## config.mk

```make
export PLATFORM = sky130hd
export DESIGN_NAME = deframer
export DESIGN_NICKNAME = d
export VERILOG_FILES = /design/src/rtl/framing_pkg.sv /design/src/rtl/deframer_fifo.sv /design/src/rtl/deframer.sv
export SDC_FILE = /design/constraint.sdc
export NUM_CORES = 1
export LEC_CHECK = 0
export CELL_PAD_IN_SITES_DETAIL_PLACEMENT = 1
export CELL_PAD_IN_SITES_GLOBAL_PLACEMENT = 1
export CORE_UTILIZATION = 45
export DETAILED_ROUTE_END_ITERATION = 12
export GPL_TIMING_DRIVEN = 0
export PLACE_DENSITY_LB_ADDON = 0.1
export SKIP_CTS_REPAIR_TIMING = 1
export SLEW_MARGIN = 5
export SYNTH_ARGS = -nofsm -noshare
export SYNTH_HDL_FRONTEND = slang
export SYNTH_SLANG_ARGS = --single-unit
```

## constraint.sdc

```tcl
create_clock -name clk -period 6.1 [get_ports clk]
set_input_delay 0.61 -clock clk [delete_from_list [all_inputs] [get_ports clk]]
set_output_delay 0.61 -clock clk [all_outputs]
set_load 0.05 [all_outputs]
```

## src/rtl/framing_pkg.sv

```systemverilog
// Shared framing constants and state encoding, common to the framer and deframer.
package framing_pkg;

    localparam logic [15:0] FRAME_SFD      = 16'hF398;
    localparam logic [63:0] FRAME_PREAMBLE = 64'hAAAA_AAAA_AAAA_AAAA;
    localparam int          FRAME_DATA_W   = 8;

    typedef enum logic [1:0] {
        ST_IDLE    = 2'd0,
        ST_SYNC    = 2'd1,
        ST_PAYLOAD = 2'd2,
        ST_DISCARD = 2'd3
    } frame_state_e;

endpackage

```

## src/rtl/deframer_fifo.sv

```systemverilog
// First-word-fall-through byte FIFO; the head is visible combinationally whenever not empty.
module deframer_fifo #(
    parameter int DATA_W = 8,
    parameter int ADDR_W = 3
) (
    input  logic              clk,
    input  logic              rst_n,
    input  logic              push,
    input  logic [DATA_W-1:0] push_data,
    input  logic              pop,
    output logic [DATA_W-1:0] head,
    output logic              full,
    output logic              empty
);

    localparam int DEPTH = 1 << ADDR_W;

    logic [DATA_W-1:0] mem_q [DEPTH];
    logic [ADDR_W:0]   wr_ptr_q;
    logic [ADDR_W:0]   rd_ptr_q;
    logic              do_push;
    logic              do_pop;

    // Extra wrap bit distinguishes full from empty when the index bits coincide.
    assign empty   = (wr_ptr_q == rd_ptr_q);
    assign full    = (wr_ptr_q[ADDR_W] != rd_ptr_q[ADDR_W]) &&
                     (wr_ptr_q[ADDR_W-1:0] == rd_ptr_q[ADDR_W-1:0]);
    assign do_pop  = pop && !empty;
    assign do_push = push && (!full || do_pop);
    assign head    = empty ? '0 : mem_q[rd_ptr_q[ADDR_W-1:0]];

    always_ff @(posedge clk) begin
        if (do_push) begin
            mem_q[wr_ptr_q[ADDR_W-1:0]] <= push_data;
        end
    end

    always_ff @(posedge clk or negedge rst_n) begin
        if (!rst_n) begin
            wr_ptr_q <= '0;
            rd_ptr_q <= '0;
        end else begin
            if (do_push) begin
                wr_ptr_q <= wr_ptr_q + 1'b1;
            end
            if (do_pop) begin
                rd_ptr_q <= rd_ptr_q + 1'b1;
            end
        end
    end

endmodule

```

## src/rtl/deframer.sv

```systemverilog
// Serial deframer: hunts for the SFD after a minimum preamble, then packs LSB-first payload bytes into a FIFO.
module deframer
    import framing_pkg::*;
#(
    parameter logic [15:0] SFD          = FRAME_SFD,
    parameter int          PREAMBLE_MIN = 32,
    parameter int          SYNC_MAX     = 80,
    parameter int          DATA_W       = FRAME_DATA_W,
    parameter int          ADDR_W       = 3
) (
    input  logic              clk,
    input  logic              rst_n,
    input  logic              data_in,
    input  logic              data_in_valid,
    output logic [DATA_W-1:0] data_out,
    output logic              data_out_valid,
    input  logic              data_out_ready,
    output logic              frame_sync,
    output logic              frame_end,
    output logic              frame_err,
    output logic              overflow,
    output logic              frame_busy
);

    localparam int CNT_W = $clog2(SYNC_MAX + 1);
    localparam int IDX_W = $clog2(DATA_W);
    localparam logic [CNT_W-1:0] SYNC_LIMIT = CNT_W'(SYNC_MAX);
    localparam logic [CNT_W-1:0] MATCH_MIN  = CNT_W'(PREAMBLE_MIN + 16);
    localparam logic [IDX_W-1:0] LAST_IDX   = IDX_W'(DATA_W - 1);

    frame_state_e      state_q;
    logic [15:0]       shift_q;
    logic [15:0]       shift_d;
    logic [CNT_W-1:0]  cnt_q;
    logic [CNT_W-1:0]  cnt_d;
    logic [IDX_W-1:0]  idx_q;
    logic [DATA_W-1:0] byte_q;
    logic [DATA_W-1:0] byte_d;
    logic              frame_sync_q;
    logic              frame_end_q;
    logic              frame_err_q;
    logic              overflow_q;

    logic              push;
    logic              pop;
    logic              fifo_full;
    logic              fifo_empty;

    assign shift_d = {data_in, shift_q[15:1]};
    assign cnt_d   = (cnt_q == SYNC_LIMIT) ? cnt_q : cnt_q + 1'b1;

    always_comb begin
        byte_d        = byte_q;
        byte_d[idx_q] = data_in;
    end

    // The completing bit goes straight into the FIFO so the byte is visible right after its last edge.
    assign push = (state_q == ST_PAYLOAD) && data_in_valid && (idx_q == LAST_IDX);
    assign pop  = data_out_valid && data_out_ready;

    deframer_fifo #(
        .DATA_W (DATA_W),
        .ADDR_W (ADDR_W)
    ) u_fifo (
        .clk       (clk),
        .rst_n     (rst_n),
        .push      (push),
        .push_data (byte_d),
        .pop       (pop),
        .head      (data_out),
        .full      (fifo_full),
        .empty     (fifo_empty)
    );

    always_ff @(posedge clk or negedge rst_n) begin
        if (!rst_n) begin
            state_q      <= ST_IDLE;
            shift_q      <= '0;
            cnt_q        <= '0;
            idx_q        <= '0;
            byte_q       <= '0;
            frame_sync_q <= 1'b0;
            frame_end_q  <= 1'b0;
            frame_err_q  <= 1'b0;
            overflow_q   <= 1'b0;
        end else begin
            frame_sync_q <= 1'b0;
            frame_end_q  <= 1'b0;
            frame_err_q  <= 1'b0;
            overflow_q   <= push && fifo_full && !pop;
            case (state_q)
                ST_IDLE: begin
                    if (data_in_valid) begin
                        state_q <= ST_SYNC;
                        shift_q <= {data_in, 15'b0};
                        cnt_q   <= CNT_W'(1);
                    end
                end
                ST_SYNC: begin
                    if (!data_in_valid) begin
                        frame_err_q <= 1'b1;
                        state_q     <= ST_IDLE;
                    end else begin
                        shift_q <= shift_d;
                        cnt_q   <= cnt_d;
                        // A match on the final allowed bit still counts as a sync.
                        if ((shift_d == SFD) && (cnt_d >= MATCH_MIN)) begin
                            frame_sync_q <= 1'b1;
                            state_q      <= ST_PAYLOAD;
                            idx_q        <= '0;
                        end else if (cnt_d == SYNC_LIMIT) begin
                            frame_err_q <= 1'b1;
                            state_q     <= ST_DISCARD;
                        end
                    end
                end
                ST_PAYLOAD: begin
                    if (!data_in_valid) begin
                        if (idx_q == '0) begin
                            frame_end_q <= 1'b1;
                        end else begin
                            frame_err_q <= 1'b1;
                        end
                        state_q <= ST_IDLE;
                    end else begin
                        byte_q <= byte_d;
                        idx_q  <= idx_q + 1'b1;
                    end
                end
                ST_DISCARD: begin
                    if (!data_in_valid) begin
                        state_q <= ST_IDLE;
                    end
                end
                default: state_q <= ST_IDLE;
            endcase
        end
    end

    assign data_out_valid = !fifo_empty;
    assign frame_sync     = frame_sync_q;
    assign frame_end      = frame_end_q;
    assign frame_err      = frame_err_q;
    assign overflow       = overflow_q;
    assign frame_busy     = (state_q != ST_IDLE);

endmodule

```

### Yosys cells after proc, flatten, opt, wreduce, memory -nomap -nowiden

Memories as Yosys holds them, arrays and structs flattened.
Index checks and enable logic that the tools add are counted.

* RAM bits: 64
* memories: 1
* bits of input ports: 5
* register bits: 48
* logic and storage cells: 94

* reductions and logical operators: 24
* $lt $le $gt $ge: 3
* equal/unequal tests: 16
* $add $sub $neg: 4
* muxes and demuxes: 35

Memories
* u_fifo.mem_q: words 8, width 8, rd ports 1, clocked after memory_dff 0, wr ports 1, RTL line deframer_fifo.sv:18 `logic [DATA_W-1:0] mem_q [DEPTH];`

Operators by type and width (count)
* $mux W16: 2
* $pmux W16 S2: 1
* $mux W7: 3
* $eq A16 B16 Y1 const B: 1
* $eq A7 B7 Y1 const B: 2
* $mux W1: 14
* $pmux W7 S2: 1
* $logic_and A1 B1 Y1: 10
* $mux W2: 5
* $ne A2 B2 Y1 const B: 5
* $mux W3: 3
* $add A4 B1 Y4 const B: 2
* $bwmux W8: 1
* $mux W8: 1
* $add A7 B1 Y7 const B: 1
* $ge A7 B6 Y1 const B: 1
* $pmux W2 S3: 1
* $pmux W3 S2: 1
* $reduce_and A3 Y1: 2
* $reduce_bool A2 Y1: 3
* $eq A2 B2 Y1 const B: 2
* $eq A4 B4 Y1: 1
* $lt A3 B4 Y1 const B: 1
* $ne A4 B4 Y1 const B: 1
* other kinds (15): 17

### Longest topological paths before layout

* depth after elaboration: 8
* gate-level depth with buffers: 8
* mapped depth without buffers: 7

### Cells and area by module

Synthesis repeated with hierarchy kept, for this count alone.

* cell total of the unflattened synthesis: 377
* area total of the unflattened synthesis: 5181.2 µm²

Modules (own cells, without submodules)
* deframer_fifo: instances 1, cells an instance 158, seq. area each 2122.0 µm², area an instance 3044.2 µm²
* deframer: instances 1, cells an instance 219, seq. area each 975.9 µm², area an instance 2137.0 µm²

### Worst setup path before layout

No wires, ideal clock.

* kind: flip-flop to output port
* from: register u_fifo.rd_ptr_q[1]
* to: output port data_out[6]
* data required time: 5490 ps
* stages on the path, launching flop included: 6
* path slack: 3517 ps
* arrival: 1973 ps
* path through: dfrtp_1 -> clkbuf_1 -> clkbuf_1 -> mux4_2 -> mux2i_1 -> nor2_1

* cells in the longest elaborated chain, start to end: 2

Ends and longest elaborated chain
* from (decl): RTL line deframer_fifo.sv:20 `logic [ADDR_W:0] rd_ptr_q;`
* from (signal assigned): RTL line deframer_fifo.sv:47 `rd_ptr_q <= rd_ptr_q + 1'b1;`
* $mem_v2 Z8 W8 or $eq A4 B4 Y1 (tied branches)
* $mux W8 *: RTL line deframer_fifo.sv:30 `assign head = empty ? '0 : mem_q[rd_ptr_q[ADDR_W-1:0]];`
* to (decl): RTL line deframer.sv:15 `output logic [DATA_W-1:0] data_out,`

Every way passes the cells marked *; elsewhere a longest branch is shown, timed or not.

### Worst setup path in the final report

Ends and elaborated chain as after synthesis.

==> metrics.cfg <==
[global_route]
grt_max_degree=30
grt_usage_pct=20.6
grt_pass1_wl_mm=18.1
grt_pass1_vias=3511
overflow=0
antenna_found_initial=0

[finish]
fill_cells=1181
final_cell_mix=edfxtp_1, nand2_1, dfrtp_1
fin_cells=581
n_antenna_cell=0
final_cell_area_mm2=0.00591
drive_gt1_share_pct=16.8
nets=452
area_delta_synth_final_pct=14.1
final_common_cell=edfxtp_1

[sta]
fin_setup_tns_ns=0
skew_ns=0.00728
period_needed_ns=3.70
fin_hold_ws_ns=0.212
worstMarginPinSlew_ns=1.18
max_freq_mhz=270
finalHoldViolCount=0
slew_violations=0
min_period_over_period_pct=60.7
rsz0062_at_grt=false
setup_viol=0
setup_ws_ns=2.40
relSlewSlack_pct=20.8

[logic_synthesis]
synth_top_area_share_pct=37.1
ys_seq_area_share_pct=59.8
synth_top_area_cell=edfxtp_1
ys.flop_type=edfxtp_1
syn_nets=420
synth_area_leaders=edfxtp_1, dfrtp_1, mux4_2
synthCells=404
async_flop_share_pct=42.3
yosysUniqueCellTypes=50
avgSynthCellArea_um2=12.8
ys_ff_latch=111
ys_warn_count=0
synthesis.area_mm2=0.00518
synth_edf_count=64

[worst_setup_path]
r2r_start=u_fifo.rd_ptr_q[1]$_DFFE_PN0P_
cp_max_fo=10
rr_endpoint=u_fifo.mem_q[2][6]$_DFFE_PP_
path_class=register to output port
reg2reg_depth=6
cp-end-kind=output port
arrival_ns=3.09
cp-start-kind=register
reg2reg_slack_ns=3.19
cp.required_ns=5.49

[run]
drv_cap=0

[clock_network]
htreeDepth=3
cts_buffers=9
path_clk_slew_ns=0.07
clock-root-buffer=clkbuf_16
cts_tree=done
clock_latency_ns=0.36
cts.sinks=111
clockBufferDepth=2

[drt]
routedWlPerCell_um=18.4
ant_nets=0
drc=0
dr_total_vias=3248
avgViaCountPerCell=5.59
wirelength_mm=10.7
firstDrtPassIters=4
drt-initial-drc-count=113

[die]
die_w_um=109
core_mm2=0.0110
rows=38
die_h_um=109
dieArea_mm2=0.0119
start_util_pct=46.9
ioPinCount=19

[placement]
placed_cell_area_mm2=0.00559
gp_congestion=0.800
dp_slack_ns=2.72
place_inst=565
numPortBuffers=18
hpwl_mm=7.64

[power_and_ir_drop]
intPower_uw=1250
comb_power_share_pct=15.5
power.share.clock_pct=35.7
pwr-share-seq_pct=48.8
p_sw_share_pct=28.2
p_leak_uw=0.00229
peakVddDrop_uv=230
switchingPower_uw=491
power_density_mw_per_mm2=295

[worst_hold_path]
hold_class=input pin to asynchronous set/reset pin

[run_status]
status=finished clean

## sequential cells by signal (all words and copies together) (netlist names), 2 cells and up
name,count
u_fifo.wr_ptr_q,4
state_q,2
idx_q,3
shift_q,15
cnt_q,7
byte_q,8
u_fifo.rd_ptr_q,4
u_fifo.mem_q,64
## cell usage after synthesis, types with 9 or more instances
cell type and number:
nor3_1 12, mux4_2 16, dfrtp_1 47, edfxtp_1 64
nand2_1 57, clkbuf_1 13, ha_1 11, inv_1 11
mux2i_1 9, nor2_1 23, mux2_2 14, a21oi_1 9
nand3_1 25, o21ai_0 12
## power by group through the flow
stage	logic [µW]	clock network, µW	registers [µW]
2_1_floorplan	187	0	865
4_1_cts	274	638	850
5_1_grt	301	658	854
6_report	270	622	849
3_5_place_dp	271	0	865
3_3_place_gp	260	0	865
## worst max-delay path, stage by stage, from the launching register on
cell             delay, ns
dfrtp_1               0.35
clkbuf_1              0.50
clkbuf_1              0.54
mux4_2                0.34
mux2i_1               0.08
nor2_1                0.12
clkdlybuf4s50_1       0.81
## worst max path at each step
stage | to | cells past startpoint | slack, ns | start
detailed placement | u_fifo.mem_q[6][0]$_DFFE_PP_ | 6 | 2.72 | data_in_valid
global placement | u_fifo.mem_q[1][6]$_DFFE_PP_ | 5 | 2.48 | data_in_valid
floorplan | data_out[6] | 5 | 3.52 | u_fifo.rd_ptr_q[1]$_DFFE_PN0P_
CTS | data_out[6] | 6 | 2.33 | u_fifo.rd_ptr_q[1]$_DFFE_PN0P_
finish | data_out[6] | 6 | 2.40 | u_fifo.rd_ptr_q[1]$_DFFE_PN0P_
global route | data_out[2] | 6 | 2.22 | u_fifo.rd_ptr_q[1]$_DFFE_PN0P_
## cells by family after synthesis
kind of cell,synth area share [%]
compound gates,4.69
xor+xnor,2.20
fa+ha+maj,2.66
buf+inv,3.34
flops,59.8
mux,11.7
simple gates,15.5
## layout make-up
| cell class | count | area (µm²) | area share [%] |
|---|---|---|---|
| Clock buffer | 9 | 225 | 3.81 |
| Clock inverter | 7 | 86.3 | 1.46 |
| Inverter | 11 | 41.3 | 0.699 |
| Buffer | 25 | 131 | 2.22 |
| Tap cell | 140 | 175 | 2.97 |
| Sequential cell | 111 | 3100 | 52.4 |
| Timing Repair Buffer | 21 | 210 | 3.56 |
| Multi-Input combinational cell | 257 | 1940 | 32.8 |
## metrics by stage
| step | util, % | power [µW] |
|---|---|---|
| floorplan | - | 1050 |
| global route | 53.6 | 1810 |
| finish | 53.6 | 1740 |
| detailed placement | 50.7 | 1140 |
| global placement | 50.2 | 1120 |
| CTS | 53.5 | 1760 |
## per-layer routing
layer	vias up	part of all wire, %	global-route usage [%]
met5	-	0	0
met3	12	1.7	2.75
met4	0	1.8	9.52
li1	1545	-	-
met1	1665	43	24.6
met2	26	53	36.6
(Power assumes the default switching activity.)
==> patch (same flow settings) <==
The output `overflow` loses its register stage (`overflow_q` becomes a continuous assignment).
--- a/src/rtl/deframer.sv
+++ b/src/rtl/deframer.sv
@@ -82,12 +82,10 @@
             frame_sync_q <= 1'b0;
             frame_end_q  <= 1'b0;
             frame_err_q  <= 1'b0;
-            overflow_q   <= 1'b0;
         end else begin
             frame_sync_q <= 1'b0;
             frame_end_q  <= 1'b0;
             frame_err_q  <= 1'b0;
-            overflow_q   <= push && fifo_full && !pop;
             case (state_q)
                 ST_IDLE: begin
                     if (data_in_valid) begin
@@ -137,6 +135,8 @@
         end
     end
 
+    assign overflow_q = push && fifo_full && !pop;
+
     assign data_out_valid = !fifo_empty;
     assign frame_sync     = frame_sync_q;
     assign frame_end      = frame_end_q;
Behaviour: same outputs for any inputs over 10 cycles, from zero or initial values and one cycle with rst_n low; that may be too few to reach the edited logic, so the function may still have changed.
==> patch against the original RTL <==
First-iteration DRC count up 13%. Clock skew is 0.00055 ns lower. Routed wire length grew 1.7%. Power is 3.4% lower. Synthesized area fell by 0.48%. Count of clock-buffer cells in the layout rose by 1. Setup slack got worse by 0.0012 ns. Cell area shrank 0.76%. Sequential cell count decreased by 1. Fmax about the same. Global-route usage fell by 0.073 points.
==> patch: results <==
metrics = {
    "outcome": {
        "status": "finished, final reports clean",
    },
    "clock_network": {
        "clock_path_buffers": 2,
        "clk_pin_slew_worst_paths_ns": 0.07,
        "cts_max_level": 3,
        "clock_latency_ns": 0.35,
        "clock-root-buffer": "clkbuf_16",
        "cts_buffers": 9,
    },
    "routing": {
        "drt_iter0_drc": 128,
        "viasPerCell": 5.52,
        "wirelength_mm": 10.9,
        "firstDrtPassIters": 4,
    },
    "setup_path": {
        "reg2reg_slack_ns": 3.19,
        "critPathArrivalTime_ns": 3.09,
        "regToRegStartpoint": "state_q[0]",
        "cp_max_fo": 10,
        "reg2reg_to": "u_fifo.mem_q[2][7]",
        "r2r_cells": 7,
    },
    "pwr": {
        "vdd.ir_drop.worst_v": 0.000151,
        "power.leakage_nw": 2.25,
    },
    "placed_design": {
        "hpwlAfterDp_mm": 7.96,
        "pre_cts_ws_ns": 2.71,
        "io_buffer_count": 18,
        "gp_congestion": 0.780,
    },
    "finish": {
        "largest_register_ffs": 64,
        "layout_commonest_cell": "edfxtp_1",
        "fin_nets": 451,
        "diodes": 0,
        "fillCellCount": 1138,
        "drive_gt1_frac": 0.166,
    },
    "timing": {
        "tightest_slew_ns": 1.18,
        "finClkSkew_ns": 0.00673,
    },
    "synthesis": {
        "post_synth_num_cell_types": 50,
        "synth_top_flop_cell": "edfxtp_1",
        "yosysWarnings": 0,
        "ys_top_cells_by_area": "edfxtp_1, dfrtp_1, mux4_2",
        "synth_commonest_cells": "edfxtp_1, nand2_1, dfrtp_1",
        "synth-edff-count": 64,
        "syn_nets": 419,
        "yosysSeqAreaShare": 0.596,
        "async_flop_share": 0.418,
    },
    "global_route": {
        "grt_overflow": 0,
        "grt_max_degree": 26,
        "grt_pass1_wl_mm": 18.0,
        "antenna_found_initial": 0,
        "grt_util_all_layers": 0.205,
        "grt_pass1_vias": 3366,
    },
    "worst_hold_path": {
        "min_path_type": "input port to asynchronous set/reset pin",
    },
}
-- patch: worst max path at each step --
stage                                  start                  to  slack [ns]  depth (start not counted)
after global routing      u_fifo.rd_ptr_q[1]         data_out[1]        2.21                          6
after CTS                 u_fifo.rd_ptr_q[1]         data_out[4]        2.35                          6
after global placement         data_in_valid  u_fifo.mem_q[1][6]        2.47                          5
final                     u_fifo.rd_ptr_q[1]         data_out[4]        2.40                          6
after detailed placement       data_in_valid  u_fifo.mem_q[6][6]        2.71                          6
after floorplan           u_fifo.wr_ptr_q[0]            overflow        2.81                          4
-- patch: worst max-delay path, stage by stage (launching register included) --
cell,delay [ns]
dfrtp_1,0.36
clkbuf_1,0.49
clkbuf_1,0.55
mux4_2,0.34
mux2i_1,0.07
nor2_1,0.13
clkdlybuf4s50_1,0.81
-- patch: report_power, final --
part	internal, mW	switching [mW]
logic	0.100	0.173
clock network	0.285	0.280
registers	0.815	0.0293
total	1.20	0.482
-- patch: cell families after synthesis --
group | synth area share
AOI/OAI and AO/OA | 0.0471
xor gates and xnor gates | 0.0221
adders and majority gates | 0.0267
buffers and inverters | 0.0335
DFF | 0.596
muxes | 0.118
and+or+nand+nor | 0.156
-- patch: final cells by class --
type,instances,share of cell area
inverters,11,0.00704
flip-flops and latches,110,0.524
plain buffers,25,0.0224
clock buffers,10,0.0391
well taps,140,0.0299
clock inverters,6,0.00939
multi-input cells,257,0.331
repair buffers,21,0.0371
-- patch: metrics by stage --
step	hold WS, ns	total power [mW]	cell area (sq um)	instances	utilization
2_1_floorplan	0.314	1.04	5150	403	-
3_3_place_gp	0.464	1.12	5510	561	0.501
3_5_place_dp	0.483	1.13	5570	564	0.507
4_1_cts	0.283	1.70	5860	580	0.533
5_1_grt	0.328	1.76	5860	580	0.534
6_report	0.271	1.68	5860	580	0.534
-- patch: layer usage --
layer  vias to the layer above  track usage  wire length (um)
met5                         -            0                 0
met4                         0       0.0811               193
met3                        14       0.0233               142
met2                        29        0.364              5660
met1                      1628        0.254              4870
li1                       1532            -                 -
